### config.mk
export PLATFORM = sky130hd
export DESIGN_NAME = pe_spad_loader
export DESIGN_NICKNAME = d
export VERILOG_FILES = /design/src/rtl/pe_spad_loader.sv
export SDC_FILE = /design/constraint.sdc
export NUM_CORES = 1
export LEC_CHECK = 0
export CORE_UTILIZATION = 60
export CTS_CLUSTER_SIZE = 20
export DETAILED_ROUTE_END_ITERATION = 6
export HOLD_SLACK_MARGIN = 0.06
export PLACE_DENSITY = 0.79
export SYNTH_ARGS = -nofsm -noshare
export SYNTH_HDL_FRONTEND = slang
export SYNTH_SLANG_ARGS = --single-unit
### constraint.sdc
create_clock -name clk -period 5.6 [get_ports clk]
set_clock_uncertainty 0.2 [all_clocks]
set_input_delay 0.84 -clock clk [delete_from_list [all_inputs] [get_ports clk]]
set_output_delay 0.84 -clock clk [all_outputs]
set_load 0.02 [all_outputs]
### src/rtl/pe_spad_loader.sv
// PE scratchpad loader: unpacks 32-bit FIFO words into a 16-bit spad and
// serves registered random-access reads to the PE until it releases the spad.
module pe_spad_loader #(
    parameter int SPAD_DEPTH = 12,
    parameter int AW         = 4
) (
    input  logic          clk,
    input  logic          rstn,
    input  logic          start,
    input  logic [AW:0]   len,
    input  logic          fifo_empty,
    input  logic          fifo_push_obs,
    output logic          fifo_pop,
    input  logic [31:0]   fifo_dout,
    output logic          busy,
    output logic          spad_ready,
    input  logic          rd_en,
    input  logic [AW-1:0] rd_addr,
    output logic [15:0]   rd_data,
    input  logic          spad_release
);
    // state | meaning
    // IDLE  | waiting for a start with a legal length
    // LOAD  | issuing pops, capturing the word popped last cycle
    // DRAIN | capturing the final popped word
    // READY | spad handed to the PE for reads until release
    typedef enum logic [1:0] {IDLE, LOAD, DRAIN, READY} state_t;

    localparam int PW = AW + 1;

    state_t        state_q, state_d;
    logic [PW-1:0] len_q, len_d;
    logic [PW-1:0] words_needed_q, words_needed_d;
    logic [PW-1:0] words_issued_q, words_issued_d;
    logic [PW-1:0] wr_ptr_q, wr_ptr_d;
    logic          pend_q, pend_d;
    logic [15:0]   rd_data_q, rd_data_d;
    logic [15:0]   spad_q [SPAD_DEPTH];
    logic [15:0]   spad_d [SPAD_DEPTH];

    logic          len_ok;
    logic          acc;
    logic [PW-1:0] wr_ptr_hi;
    logic [PW-1:0] wr_ptr_inc;
    logic [PW-1:0] wr_ptr_nxt;
    logic [15:0]   rd_sel;

    assign len_ok     = (len != '0) && (len <= PW'(SPAD_DEPTH));
    assign fifo_pop   = (state_q == LOAD) && !fifo_empty && (words_issued_q < words_needed_q);
    assign acc        = fifo_pop && !fifo_push_obs;
    assign wr_ptr_hi  = wr_ptr_q + PW'(1);
    assign wr_ptr_inc = wr_ptr_q + PW'(2);
    assign wr_ptr_nxt = (wr_ptr_inc > len_q) ? len_q : wr_ptr_inc;

    always_comb begin
        rd_sel = '0;
        for (int i = 0; i < SPAD_DEPTH; i++) begin
            if (AW'(i) == rd_addr) rd_sel = spad_q[i];
        end
    end

    always_comb begin
        state_d        = state_q;
        len_d          = len_q;
        words_needed_d = words_needed_q;
        words_issued_d = words_issued_q;
        wr_ptr_d       = wr_ptr_q;
        pend_d         = 1'b0;
        rd_data_d      = rd_data_q;
        spad_d         = spad_q;

        case (state_q)
            IDLE: begin
                if (start && len_ok) begin
                    len_d          = len;
                    words_needed_d = (len >> 1) + PW'(len[0]);
                    words_issued_d = '0;
                    wr_ptr_d       = '0;
                    state_d        = LOAD;
                end
            end
            LOAD: begin
                pend_d = acc;
                if (acc) begin
                    words_issued_d = words_issued_q + PW'(1);
                    if (words_issued_q + PW'(1) == words_needed_q) state_d = DRAIN;
                end
            end
            DRAIN: state_d = READY;
            READY: begin
                if (rd_en) rd_data_d = ({1'b0, rd_addr} < len_q) ? rd_sel : 16'h0000;
                if (spad_release) state_d = IDLE;
            end
            default: state_d = IDLE;
        endcase

        // fifo_dout is valid the cycle after an accepted pop; odd tail hi half is dropped
        if (pend_q) begin
            for (int i = 0; i < SPAD_DEPTH; i++) begin
                if (PW'(i) == wr_ptr_q) spad_d[i] = fifo_dout[15:0];
                if ((PW'(i) == wr_ptr_hi) && (wr_ptr_hi < len_q)) spad_d[i] = fifo_dout[31:16];
            end
            wr_ptr_d = wr_ptr_nxt;
        end
    end

    always_ff @(posedge clk or negedge rstn) begin
        if (!rstn) begin
            state_q        <= IDLE;
            len_q          <= '0;
            words_needed_q <= '0;
            words_issued_q <= '0;
            wr_ptr_q       <= '0;
            pend_q         <= 1'b0;
            rd_data_q      <= '0;
            for (int i = 0; i < SPAD_DEPTH; i++) spad_q[i] <= '0;
        end else begin
            state_q        <= state_d;
            len_q          <= len_d;
            words_needed_q <= words_needed_d;
            words_issued_q <= words_issued_d;
            wr_ptr_q       <= wr_ptr_d;
            pend_q         <= pend_d;
            rd_data_q      <= rd_data_d;
            spad_q         <= spad_d;
        end
    end

    assign busy       = (state_q == LOAD) || (state_q == DRAIN);
    assign spad_ready = (state_q == READY);
    assign rd_data    = rd_data_q;

endmodule
# After elaboration in Yosys (flattened, before gate mapping)
# Index checks and enable logic that the tools add are counted.
dict set report op_classes {
  add_sub_neg 4
  order_cmp 5
  n_eq_ne 41
  muxes 49
  reduce_logical 57
}
# op n
set ops {}
lappend ops {{16-bit two-way mux} 37}
lappend ops {{3-bit by 5-bit == test with 1-bit output, first input constant} 8}
lappend ops {{4-bit by 5-bit == test with 1-bit output, first input constant} 8}
lappend ops {{2-bit AND reduction} 15}
lappend ops {{2-bit nonzero test} 15}
lappend ops {{5-bit two-way mux} 5}
lappend ops {{2-bit by 5-bit == test with 1-bit output, first input constant} 4}
lappend ops {{1-bit logical AND} 17}
lappend ops {{3-bit by 4-bit == test with 1-bit output, first input constant} 4}
lappend ops {{4-bit == test, first input constant} 4}
lappend ops {{5-bit by 1-bit adder with 5-bit output, second input constant} 2}
lappend ops {{1-bit by 5-bit == test with 1-bit output, first input constant} 2}
lappend ops {{5-bit zero test} 2}
lappend ops {{5-bit less-than comparator} 2}
lappend ops {{5-bit one-hot mux with 2 select lines} 1}
lappend ops {{2-bit by 4-bit == test with 1-bit output, first input constant} 2}
lappend ops {{2-bit two-way mux} 4}
lappend ops {{2-bit one-hot mux with 4 select lines} 1}
lappend ops {{2-bit inequality test, second input constant} 3}
lappend ops {{4-bit by 1-bit adder with 5-bit output} 1}
lappend ops {{5-bit by 2-bit adder with 5-bit output, second input constant} 1}
lappend ops {{5-bit == test} 1}
lappend ops {{5-bit greater-than comparator} 1}
lappend ops {{5-bit by 4-bit less-or-equal comparator with 1-bit output, second input constant} 1}
lappend ops {{other kinds (13)} 15}
dict set report totals {
  register_bits 231
  inputBits 48
  elab_cells 175
}

# Longest topological paths before layout
dict set report logic_depth {
  depth_word 14
  mapped_depth 15
}

# Worst setup path before layout
# Ideal clock, no wire load.
dict set report synth_path {
  path_type {register -> register}
  startpoint {reg wr_ptr_q[1]}
  endpoint {reg spad_q[32] (netlist name)}
  arrival_time_ns 3.118
  path_slack_ns 2.156
  stages_incl_launch_ff 15
  path_buffers 5
  period_less_slack_ns 3.444
  path_cell_list {dfrtp_1 -> ha_1 -> a21bo_2 -> and2_1 -> buf_4 -> inv_2 -> buf_6 -> ha_1 -> o21ai_0 -> a21oi_1 -> buf_2 -> or4_1 -> clkbuf_2 -> buf_6 -> a221o_1}
}
dict set report synth_via {
  elab_chain_len 5
  elab_cells_between_ends 8
}
# item line_no
set synth_rtl {}
lappend synth_rtl {{start: declaration} 35} ;# logic [PW-1:0] wr_ptr_q, wr_ptr_d;
lappend synth_rtl {{start signal: assignment} 122} ;# wr_ptr_q <= wr_ptr_d;
lappend synth_rtl {{5-bit by 1-bit adder with 5-bit output} 51} ;# assign wr_ptr_hi = wr_ptr_q + PW'(1);
lappend synth_rtl {{5-bit less-than comparator / 4-bit by 5-bit == test with 1-bit output (equally long branches)} 101} ;# if ((PW'(i) == wr_ptr_hi) && (wr_ptr_hi < len_q)) spad_d[i] = fifo_dout[31:16];
lappend synth_rtl {{1-bit logical AND} 101}
lappend synth_rtl {{2-bit nonzero test (no source line)} -}
lappend synth_rtl {{2-bit AND reduction (no source line)} -}
lappend synth_rtl {{end signal: assignment} 125} ;# spad_q <= spad_d;
lappend synth_rtl {{end: declaration} 38} ;# logic [15:0] spad_q [SPAD_DEPTH];
# Parallel ways exist; a longest one is shown, timed or not.
# A chain may end at the register's enable or synchronous reset.

# Worst setup path after layout
dict set report layout_path {
  startpoint {reg wr_ptr_q[2]}
  endpoint {reg spad_q[25] (netlist name)}
}
# The elaborated chain is that of the path after synthesis.

==> impl_metrics.json <==
{
  "place_congestion": 0.968,
  "cts_resized": 0,
  "combinationalPowerShare_pct": 39.9,
  "switching_share_pct": 38.7,
  "via_per_inst": 7.08,
  "first_iter_violations": 1662,
  "setup_viol": 0,
  "port_buffers": 66,
  "crit_arrival_ps": 4640,
  "drcViolationCount": 4,
  "worst_r2r_endpoint": "spad_q[25]$_DFFE_PN0P_",
  "cts_tree": "built",
  "violations": "DRC",
  "fillers": 1732,
  "crit_fanout": 30,
  "yosysUniqueCellTypes": 71,
  "vdd_drop_max_v": 0.000394,
  "synthCells": 1511,
  "diodes": 0,
  "h-tree-depth": 1,
  "syn-cell-area_um2": 13700,
  "r2r_cells": 11,
  "die_w_um": 153,
  "outcome": "finished, violations left",
  "avgSynthCellArea_um2": 9.04,
  "die_area_um2": 23400,
  "start_util_pct": 61.8,
  "maxSlewHeadroom_pct": 21.3,
  "gr-total-overflow": 0,
  "synth_nets": 1590,
  "ys_seq_elements": 231,
  "grt_max_degree": 84,
  "post-cts-setup-buffers": 0,
  "cts.sinks": 231,
  "dp.cells": 1761,
  "clk_pin_slew_worst_paths_ps": 60,
  "grt_first_pass_wirelength_um": 72600,
  "clock.fmax_mhz": 227,
  "cap_violations": 0,
  "layout-drive-gt1-share_pct": 13.0,
  "setup_tns_ps": 0,
  "ys_seq_area_share_pct": 42.3,
  "rsz0062_at_grt": "no",
  "end_kind": "register",
  "dp_hpwl_um": 29800,
  "cp_data_required_time_ps": 5830,
  "clock_latency_ps": 550,
  "period_share_pct": 78.6,
  "powerDensity_nw_per_um2": 500,
  "hold_path.class": "input pin to async pin",
  "power.switching_mw": 2.95,
  "area_growth_pct": 11.4,
  "cts_hold_buf": 0,
  "internal-power_mw": 4.67,
  "antenna_found_initial": 0,
  "cts_buffer_depth": 3,
  "ys_warn_count": 0,
  "via_count": 12779,
  "maxSlewViolCount": 0,
  "p_clk_share_pct": 21.4,
  "dr.pass1.iters": 7,
  "critical_path_class": "register to register",
  "max_slew.worst_pin.slew_ps": 1180,
  "numCtsBuffers": 26,
  "wl_um": 47200,
  "p_leak_nw": 6.20,
  "layout_commonest_cell": "nor2_1",
  "layout.nets": 1588,
  "ioPinCount": 67,
  "post-route-min-period_ps": 4400,
  "stdcell_count": 1806,
  "rrSetupSlack_ps": 1200,
  "coreArea_um2": 22100,
  "grt_usage_pct": 40.6,
  "routed_wire_length_per_instance_um": 26.1,
  "grt_pass1_vias": 12649,
  "seq_power_share_pct": 38.7,
  "synth_ff_type": "dfrtp_1",
  "r2r_start": "wr_ptr_q[2]$_DFFE_PN0P_",
  "async_flop_share_pct": 100,
  "row_count": 54,
  "layout_common_cells": "nor2_1 (242), dfrtp_1 (230), nand2_1 (183)",
  "detail-route-antenna-nets": 0,
  "synth_edf_count": 0,
  "root_buffer": "clkbuf_16",
  "cp-start-kind": "register",
  "finalPower_mw": 7.62,
  "hold_viol": 0,
  "die_y_um": 153
}
## cell families (layout without fill, tap and decap cells)
family | Yosys count | after routing | share of synthesized area [%]
and+or+nand+nor | 595 | 595 | 19.7
AOI/OAI and AO/OA | 406 | 406 | 24.3
DFF | 231 | 231 | 42.3
buffers and inverters | 197 | 212 | 6.07
muxes | 40 | 40 | 3.89
adders and majority gates | 31 | 31 | 2.84
xor gates and xnor gates | 11 | 11 | 0.815
## critical path: stages, from the launching register on
cell and delay [ps]:
dfrtp_1 600, ha_1 330, a21bo_2 150, and2_1 280
inv_2 210, ha_1 310, o21ai_0 260, a21oi_1 90
buf_4 210, or4_1 1010, buf_4 350, a221o_1 290
## metrics by stage
stage	hold WS, ps	setup slack (ps)	cell area (um^2)	utilization (%)
after global routing	137	1010	15200	68.9
final	89.9	1200	15200	68.9
after CTS	110	1320	15200	68.9
after global placement	263	1440	14400	65.3
after detailed placement	271	1320	14400	65.3
after floorplan	250	2160	13700	-
## area by class of cell
| cell class | instances | area, um^2 | share of cell area, % |
|---|---|---|---|
| Clock buffer | 38 | 756 | 4.97 |
| Clock inverter | 7 | 46.3 | 0.304 |
| Inverter | 56 | 210 | 1.38 |
| Multi-Input combinational cell | 1083 | 7080 | 46.5 |
| Sequential cell | 231 | 5780 | 38.0 |
| Tap cell | 280 | 350 | 2.30 |
| Timing Repair Buffer | 111 | 996 | 6.54 |
## registers in the layout, summed over array words and instances, names as in the netlist
signal          count
spad_q            192
rd_data            16
len_q               5
words_issued_q      5
words_needed_q      5
wr_ptr_q            5
state_q             2
pend_q              1
## power groups by stage
stage / Sequential (mW) / Clock (mW) / Combinational (mW)
after CTS: 2.92 / 1.64 / 2.98
after floorplan: 2.77 / 0 / 2.25
after detailed placement: 2.93 / 0 / 2.96
after global routing: 3.02 / 1.70 / 3.29
final: 2.95 / 1.63 / 3.04
after global placement: 2.91 / 0 / 2.85
## metal layers
metal  share of wire [%]  global-route usage, %  vias to the layer above
li1                    -                      -                     5483
met1                  37                   51.9                     6162
met2                  43                   60.8                      897
met3                  12                   9.92                      237
met4                 7.7                   28.9                        0
met5                   0                      0                        -
## cells in the mapped netlist, drive strengths merged, types with 4 or more instances
master    n  share of area (%)
ha       31                2.8
nand3    28                1.1
nand2b   45                2.1
o221ai   21                1.3
nor4      6               0.54
a211oi   19                1.0
mux2      5               0.41
clkbuf   91                2.5
nand4     7               0.32
a22oi     8               0.44
a221oi   41                2.6
a21oi    54                2.0
and3      7               0.32
nor2b    29                1.3
or4       7               0.41
mux4     10                1.6
o21ai    64                2.4
xnor2     6               0.49
and2      4               0.18
a21o      7               0.38
o31ai     5               0.31
a32oi     4               0.26
inv      56                1.5
nand3b   12               0.66
a31oi    10               0.46
dfrtp   231                 42
xor2      5               0.32
o221a    80                6.6
a221o    51                3.7
mux2i    25                1.8
o211ai    4               0.22
nand2   183                5.0
buf      50                2.0
nor3     11               0.40
a22o     11               0.71
nor2    242                6.6
o22ai     4               0.18
## worst max path at each step
stage                                 start  cells past startpoint  slack [ps]                endpoint
finish              wr_ptr_q[2]$_DFFE_PN0P_                     11        1200  spad_q[25]$_DFFE_PN0P_
global route        wr_ptr_q[2]$_DFFE_PN0P_                     11        1010  spad_q[25]$_DFFE_PN0P_
CTS                 wr_ptr_q[2]$_DFFE_PN0P_                     11        1320  spad_q[25]$_DFFE_PN0P_
detailed placement  wr_ptr_q[2]$_DFFE_PN0P_                     11        1320  spad_q[25]$_DFFE_PN0P_
global placement    wr_ptr_q[2]$_DFFE_PN0P_                     11        1440  spad_q[25]$_DFFE_PN0P_
floorplan           wr_ptr_q[1]$_DFFE_PN0P_                     14        2160  spad_q[32]$_DFFE_PN0P_
(Power assumes the default switching activity.)
